## src/rtl/multidiff_pkg.sv

```systemverilog
// Shared definitions for the multi-channel handshake FSM.
// Holds the per-channel state encodings, the illegal-code boundary, the
// default parameter values and a small helper for illegal-code detection.
package multidiff_pkg;

  localparam int unsigned NCH_DEF = 3;
  localparam int unsigned DW_DEF  = 4;
  localparam int unsigned TMO_DEF = 8;
  localparam int unsigned SW      = 3;

  localparam logic [SW-1:0] ST_IDLE   = 3'd0;
  localparam logic [SW-1:0] ST_ARM    = 3'd1;
  localparam logic [SW-1:0] ST_RUN    = 3'd2;
  localparam logic [SW-1:0] ST_WAIT   = 3'd3;
  localparam logic [SW-1:0] ST_FIN    = 3'd4;
  // Codes from here up to 7 are unreachable in normal operation.
  localparam logic [SW-1:0] ST_ILL_LO = 3'd5;

  function automatic logic is_illegal(input logic [SW-1:0] s);
    return (s >= ST_ILL_LO);
  endfunction

endpackage

```

## src/rtl/multidiff_if.sv

```systemverilog
// Bus bundle between a controller (master) and multidiff_fsm (slave).
// Inputs to the FSM : en, abort, start[NCH], done_in[NCH], cfg_len[DW]
// Outputs of the FSM: y_busy, y_req, y_fin, y_err [NCH], y_sync, state_dbg[3*NCH]
interface multidiff_if #(
  parameter int unsigned NCH = 3,
  parameter int unsigned DW  = 4
) ();
  logic             en;
  logic             abort;
  logic [NCH-1:0]   start;
  logic [NCH-1:0]   done_in;
  logic [DW-1:0]    cfg_len;
  logic [NCH-1:0]   y_busy;
  logic [NCH-1:0]   y_req;
  logic [NCH-1:0]   y_fin;
  logic             y_sync;
  logic [NCH-1:0]   y_err;
  logic [3*NCH-1:0] state_dbg;

  modport master (
    output en, abort, start, done_in, cfg_len,
    input  y_busy, y_req, y_fin, y_sync, y_err, state_dbg
  );

  modport slave (
    input  en, abort, start, done_in, cfg_len,
    output y_busy, y_req, y_fin, y_sync, y_err, state_dbg
  );
endinterface

```

## src/rtl/multidiff_fsm_diff_chan.sv

```systemverilog
// One independent channel: IDLE -> ARM -> RUN (len cycles) -> WAIT -> FIN -> IDLE,
// with a WAIT timeout that raises a sticky error and returns to IDLE.
// Ports: clk, rst (sync, active-high), i_en, i_abort, i_start, i_done,
//        i_cfg_len[DW]; o_state[3] current code, o_err sticky error.
module diff_chan
  import multidiff_pkg::*;
#(
  parameter int unsigned DW  = DW_DEF,
  parameter int unsigned TMO = TMO_DEF
) (
  input  logic          clk,
  input  logic          rst,
  input  logic          i_en,
  input  logic          i_abort,
  input  logic          i_start,
  input  logic          i_done,
  input  logic [DW-1:0] i_cfg_len,
  output logic [SW-1:0] o_state,
  output logic          o_err
);

  localparam int unsigned TW = $clog2(TMO) + 1;

  logic [SW-1:0] r_state, w_state_nxt;
  logic [DW-1:0] r_len,   w_len_nxt;
  logic [DW-1:0] r_cnt,   w_cnt_nxt;
  logic [TW-1:0] r_tmo,   w_tmo_nxt;
  logic          r_err;
  logic          w_err_set;

  // State and datapath registers
  always_ff @(posedge clk) begin
    if (rst) begin
      r_state <= ST_IDLE;
      r_len   <= '0;
      r_cnt   <= '0;
      r_tmo   <= '0;
      r_err   <= 1'b0;
    end else begin
      r_state <= w_state_nxt;
      r_len   <= w_len_nxt;
      r_cnt   <= w_cnt_nxt;
      r_tmo   <= w_tmo_nxt;
      r_err   <= r_err | w_err_set;
    end
  end

  // Next-state logic: abort beats illegal recovery, which ignores en
  always_comb begin
    w_state_nxt = r_state;
    w_len_nxt   = r_len;
    w_cnt_nxt   = r_cnt;
    w_tmo_nxt   = r_tmo;
    w_err_set   = 1'b0;

    if (i_abort) begin
      w_state_nxt = ST_IDLE;
      w_cnt_nxt   = '0;
      w_tmo_nxt   = '0;
    end else if (is_illegal(r_state)) begin
      w_state_nxt = ST_IDLE;
      w_cnt_nxt   = '0;
      w_tmo_nxt   = '0;
      w_err_set   = 1'b1;
    end else if (i_en) begin
      case (r_state)
        ST_IDLE: begin
          if (i_start) begin
            w_state_nxt = ST_ARM;
            // A zero length would never leave RUN, so treat it as one
            w_len_nxt   = (i_cfg_len == '0) ? DW'(1) : i_cfg_len;
          end
        end
        ST_ARM: begin
          w_state_nxt = ST_RUN;
          w_cnt_nxt   = r_len;
        end
        ST_RUN: begin
          if (r_cnt <= DW'(1)) begin
            w_state_nxt = ST_WAIT;
            w_tmo_nxt   = '0;
          end else begin
            w_cnt_nxt   = r_cnt - DW'(1);
          end
        end
        ST_WAIT: begin
          if (i_done) begin
            w_state_nxt = ST_FIN;
          end else if (r_tmo >= TW'(TMO - 1)) begin
            w_state_nxt = ST_IDLE;
            w_err_set   = 1'b1;
          end else if (r_tmo != '1) begin
            w_tmo_nxt   = r_tmo + TW'(1);
          end
        end
        ST_FIN: begin
          w_state_nxt = ST_IDLE;
        end
        default: begin
          w_state_nxt = ST_IDLE;
        end
      endcase
    end
  end

  assign o_state = r_state;
  assign o_err   = r_err;

endmodule

```

## src/rtl/multidiff_fsm.sv

```systemverilog
// Top level: NCH independent handshake channels plus cross-channel sync flag.
// Ports: clk, rst (sync, active-high), bus (multidiff_if.slave) carrying
//        en/abort/start/done_in/cfg_len in and y_busy/y_req/y_fin/y_sync/
//        y_err/state_dbg out. Status outputs are Moore decodes of state.
module multidiff_fsm
  import multidiff_pkg::*;
#(
  parameter int unsigned NCH = NCH_DEF,
  parameter int unsigned DW  = DW_DEF,
  parameter int unsigned TMO = TMO_DEF
) (
  input  logic        clk,
  input  logic        rst,
  multidiff_if.slave  bus
);

  logic [SW-1:0]    w_state [NCH];
  logic [NCH-1:0]   w_err;
  logic [NCH-1:0]   w_busy;
  logic [NCH-1:0]   w_req;
  logic [NCH-1:0]   w_fin;
  logic [NCH-1:0]   w_err_q;
  logic [3*NCH-1:0] w_dbg;

  for (genvar g = 0; g < NCH; g++) begin : g_chan
    diff_chan #(
      .DW  (DW),
      .TMO (TMO)
    ) u_chan (
      .clk       (clk),
      .rst       (rst),
      .i_en      (bus.en),
      .i_abort   (bus.abort),
      .i_start   (bus.start[g]),
      .i_done    (bus.done_in[g]),
      .i_cfg_len (bus.cfg_len),
      .o_state   (w_state[g]),
      .o_err     (w_err[g])
    );

    // Decodes are masked during reset so nothing stale leaks out
    assign w_busy[g]          = ~rst & (w_state[g] != ST_IDLE);
    assign w_req[g]           = ~rst & (w_state[g] == ST_WAIT);
    assign w_fin[g]           = ~rst & (w_state[g] == ST_FIN);
    assign w_err_q[g]         = ~rst & w_err[g];
    assign w_dbg[SW*g +: SW]  = rst ? ST_IDLE : w_state[g];
  end

  assign bus.y_busy    = w_busy;
  assign bus.y_req     = w_req;
  assign bus.y_fin     = w_fin;
  assign bus.y_sync    = &w_fin;
  assign bus.y_err     = w_err_q;
  assign bus.state_dbg = w_dbg;

endmodule

```

## src/flat_wrapper.sv

```systemverilog
// flat-port wrapper written by rule: the top's interface ports become plain ports
module multidiff_fsm_flat import multidiff_pkg::*;
#(
  parameter int unsigned NCH = NCH_DEF,
  parameter int unsigned DW  = DW_DEF,
  parameter int unsigned TMO = TMO_DEF
)
  (clk, rst, bus_en, bus_abort, bus_start, bus_done_in, bus_cfg_len, bus_y_busy, bus_y_req, bus_y_fin, bus_y_sync, bus_y_err, bus_state_dbg);
  multidiff_if #(.NCH(NCH), .DW(DW)) bus_i ();
  input  logic clk;
  input  logic rst;
  input wire logic [$bits(bus_i.en)-1:0] bus_en;
  input wire logic [$bits(bus_i.abort)-1:0] bus_abort;
  input wire logic [$bits(bus_i.start)-1:0] bus_start;
  input wire logic [$bits(bus_i.done_in)-1:0] bus_done_in;
  input wire logic [$bits(bus_i.cfg_len)-1:0] bus_cfg_len;
  output wire logic [$bits(bus_i.y_busy)-1:0] bus_y_busy;
  output wire logic [$bits(bus_i.y_req)-1:0] bus_y_req;
  output wire logic [$bits(bus_i.y_fin)-1:0] bus_y_fin;
  output wire logic [$bits(bus_i.y_sync)-1:0] bus_y_sync;
  output wire logic [$bits(bus_i.y_err)-1:0] bus_y_err;
  output wire logic [$bits(bus_i.state_dbg)-1:0] bus_state_dbg;
  assign bus_i.en = bus_en;
  assign bus_i.abort = bus_abort;
  assign bus_i.start = bus_start;
  assign bus_i.done_in = bus_done_in;
  assign bus_i.cfg_len = bus_cfg_len;
  assign bus_y_busy = bus_i.y_busy;
  assign bus_y_req = bus_i.y_req;
  assign bus_y_fin = bus_i.y_fin;
  assign bus_y_sync = bus_i.y_sync;
  assign bus_y_err = bus_i.y_err;
  assign bus_state_dbg = bus_i.state_dbg;
  multidiff_fsm #(.NCH(NCH), .DW(DW), .TMO(TMO)) u_core (.clk(clk), .rst(rst), .bus(bus_i));
endmodule
```

## config.mk

```make
export PLATFORM = sky130hd
export DESIGN_NAME = multidiff_fsm_flat
export DESIGN_NICKNAME = d
export VERILOG_FILES = /design/src/rtl/multidiff_pkg.sv /design/src/rtl/multidiff_if.sv /design/src/rtl/multidiff_fsm_diff_chan.sv /design/src/rtl/multidiff_fsm.sv /design/src/flat_wrapper.sv
export SDC_FILE = /design/constraint.sdc
export NUM_CORES = 1
export LEC_CHECK = 0
export ABC_CLOCK_PERIOD_IN_PS = 1800
export BUFFER_PORTS_ARGS = -buffer_cell sky130_fd_sc_hd__clkbuf_2
export CORE_ASPECT_RATIO = 1.2
export CORE_MARGIN = 5
export CORE_UTILIZATION = 35
export DETAILED_ROUTE_END_ITERATION = 10
export GPL_ROUTABILITY_DRIVEN = 0
export PLACE_DENSITY = 0.55
export SLEW_MARGIN = 20
export SYNTH_ARGS = -nofsm -noshare
export SYNTH_HDL_FRONTEND = slang
export SYNTH_SLANG_ARGS = --single-unit
```

## constraint.sdc

```tcl
create_clock -name clk -period 1.8 [get_ports clk]
set_input_delay 0.36 -clock clk [delete_from_list [all_inputs] [get_ports clk]]
set_output_delay 0.36 -clock clk [all_outputs]
set_load 0.005 [all_outputs]
```

==> run metrics <==
core footprint 8018 um^2; Final Skew 0.01017 ns; register area 975.9 um^2; Die H 108.8 um; routed len/inst 15.03 um; Iter 0 DRT Violations 163; top-level I/O count 36; Layout area overhead 18.18%; main area contributors after synthesis dfxtp_1 (34%), nor2_1 (5.9%), mux2i_1 (4.9%); DP HPWL 5.606 mm; Clk Tree Root Cell clkbuf_8; Total Routing Usage GR 14.94%; Slew Limit Fails 0; PwrDens 576.4 nW/um^2; Hold Slack 0.3444 ns; post-synth top area share 33.73%; CTS tree built; Final WS setup 0.06603 ns; Overflow after GRT 0; Top Family by Delay on Critical Path simple AND/OR/NAND/NOR gates; CP max FO 2; fin area 3367 um^2; cts bufs inserted 5; Worst-Margin Slew 0.4603 ns; CP max stage cell dfxtp_2; Yosys reg bits 48; initial antenna violation count 0; IO buf count 35; WP data arrival 1.37 ns; Critical Path Max Stage Delay 0.35 ns; share of layout cells above drive strength 1 23.75%; H-tree Lvls 2; max cap viols 0; status complete, no violations; DP Area 3213 um^2; drt pass-1 iters 4; Vias/cell 5.576; DRC 0; Clk Latency, worst-skew pair 0.31 ns; fin nets 422; warnings from Yosys 0; worst setup path class reg -> out; vias in the first global route 2617; count leader, synth dfxtp_1; die width 92.36 um; total power 1.941 mW; number of synthesized flops with an enable pin 0; ys async rst share 0%; sequential area share after synthesis 33.73%; leading area contributor after synthesis dfxtp_1; # diodes 0; min Tclk post-route 1.734 ns; slew margin rel. 69.25%; clock-pin transition on the worst setup and hold timing paths 0.10 ns; Sink Count 48; CP Data Required Time 1.44 ns; Fill cells 832; fmax 0.5767 GHz; VDD IR max 285.3 uV; DP Worst Slack 0.1037 ns; Critical Path End Type output pin; largest net degree at the start of global routing 33; CP startpoint kind flip-flop; vias 2760; row count 36; period utilization 96.33%; final hold vios 0; final wirelength 7.442 mm; post-synthesis cell area 2849 um^2; register-to-register setup slack 0.14 ns; Cells after Synth 356; Cell variety after synth 58; global-route wire length before repair 12.14 mm; worst-case clock buffer depth 2; initial core utilization 35.53%; Mapped Nets 379; Final ANT Viol Nets 0; syn avg cell area 8.003 um^2; leak pwr 1.320 nW; CP Buf/Inv Count 1; Final Setup Violations 0; die area 10050 um^2; Multi-input gate area 1782 um^2; worst min path class in -> reg; ordered list of cells on the worst path nor2b_4 -> and3_4 -> nand3_2 -> nor4_2 -> buf_2; top post-synthesis cells by count dfxtp_1 (48), nor2_1 (45), a21oi_1 (24); Synth Flop Type dfxtp_1; RSZ-0062 raised after global routing yes
## layer usage
metal / vias up / part of all wire, % / GRT usage (%)
li1: 1389 / - / -
met1: 1278 / 45 / 18.16
met2: 80 / 48 / 26.39
met3: 13 / 4.2 / 2.484
met4: 0 / 1.9 / 5.626
met5: - / 0 / 0
## area by class of cell
cell class	count	area share, %
sequential	48	28.99
tap	95	3.530
clock buffer	5	2.044
clock inverter	3	0.7061
timing repair buffer	55	10.03
inverter	15	1.784
multi-input combinational	274	52.92
## power breakdown
group	total, mW	internal (mW)	leakage [nW]	switching (mW)
Clock	0.671	0.276	0.0404	0.395
Sequential	1.09	1.07	0.392	0.0159
Combinational	0.182	0.0748	0.888	0.107
## cell usage in the layout, fill, tap and decap left out, types with 8 or more instances in the layout
cell and instances:
and3_1 8, nor2b_1 12, ha_1 9, nor3_1 9, buf_4 19, a21oi_1 24
nand3_1 12, mux2i_1 14, inv_1 12, clkbuf_2 34, nand2_1 21, nor2_1 44
dfxtp_1 40, o21ai_0 12, o22ai_1 8
## cell families (layout without fill, tap and decap cells)
kind of cell	Yosys count	after routing	synth area share [%]
compound gates	89	89	20.95
xor+xnor	1	1	0.3075
fa+ha+maj	9	9	3.953
buf+inv	34	78	4.962
flops	48	48	33.73
mux	15	15	5.314
simple gates	160	160	30.79
## tightest hold or removal path, cell delays in order
cell and delay [ns]:
clkbuf_2 0.12, a21oi_1 0.07, nor2_1 0.07
## path summary, 6_finish.rpt
kind | startpoint | endpoint | cells past startpoint
min | bus_done_in[0] | u_core.g_chan[0].u_chan.o_state[2] | 3
max reg2reg | u_core.g_chan[0].u_chan.r_cnt[0] | u_core.g_chan[0].u_chan.r_cnt[0] | 6
min reg2reg | u_core.g_chan[2].u_chan.r_cnt[3] | u_core.g_chan[2].u_chan.r_cnt[3] | 2
max | u_core.g_chan[0].u_chan.o_state[2] | bus_y_sync | 5
## state kept, by name, summed over array words and instances, names as in the netlist
register and count:
u_core.g_chan.u_chan.r_cnt 12, u_core.g_chan.u_chan.o_state 9, u_core.g_chan.u_chan.o_err 3, u_core.g_chan.u_chan.r_len 12, u_core.g_chan.u_chan.r_tmo 12
## per-stage QoR
step	std cells	utilization, %	TNS, ns
floorplan	356	-	0
global placement	486	40.07	0
detailed placement	486	40.07	0
CTS	494	41.56	-0.02470
global route	495	41.99	-0.009300
finish	495	41.99	0
## what timing repair did
item | CTS | global route
hold buffers | 0 | 0
endpoints found under the setup margin | 5 | 6
gates cloned | 0 | 0
resized for setup | 12 | 12
setup buffers | 0 | 1
Note: power is estimated with default switching activity, not from simulation.
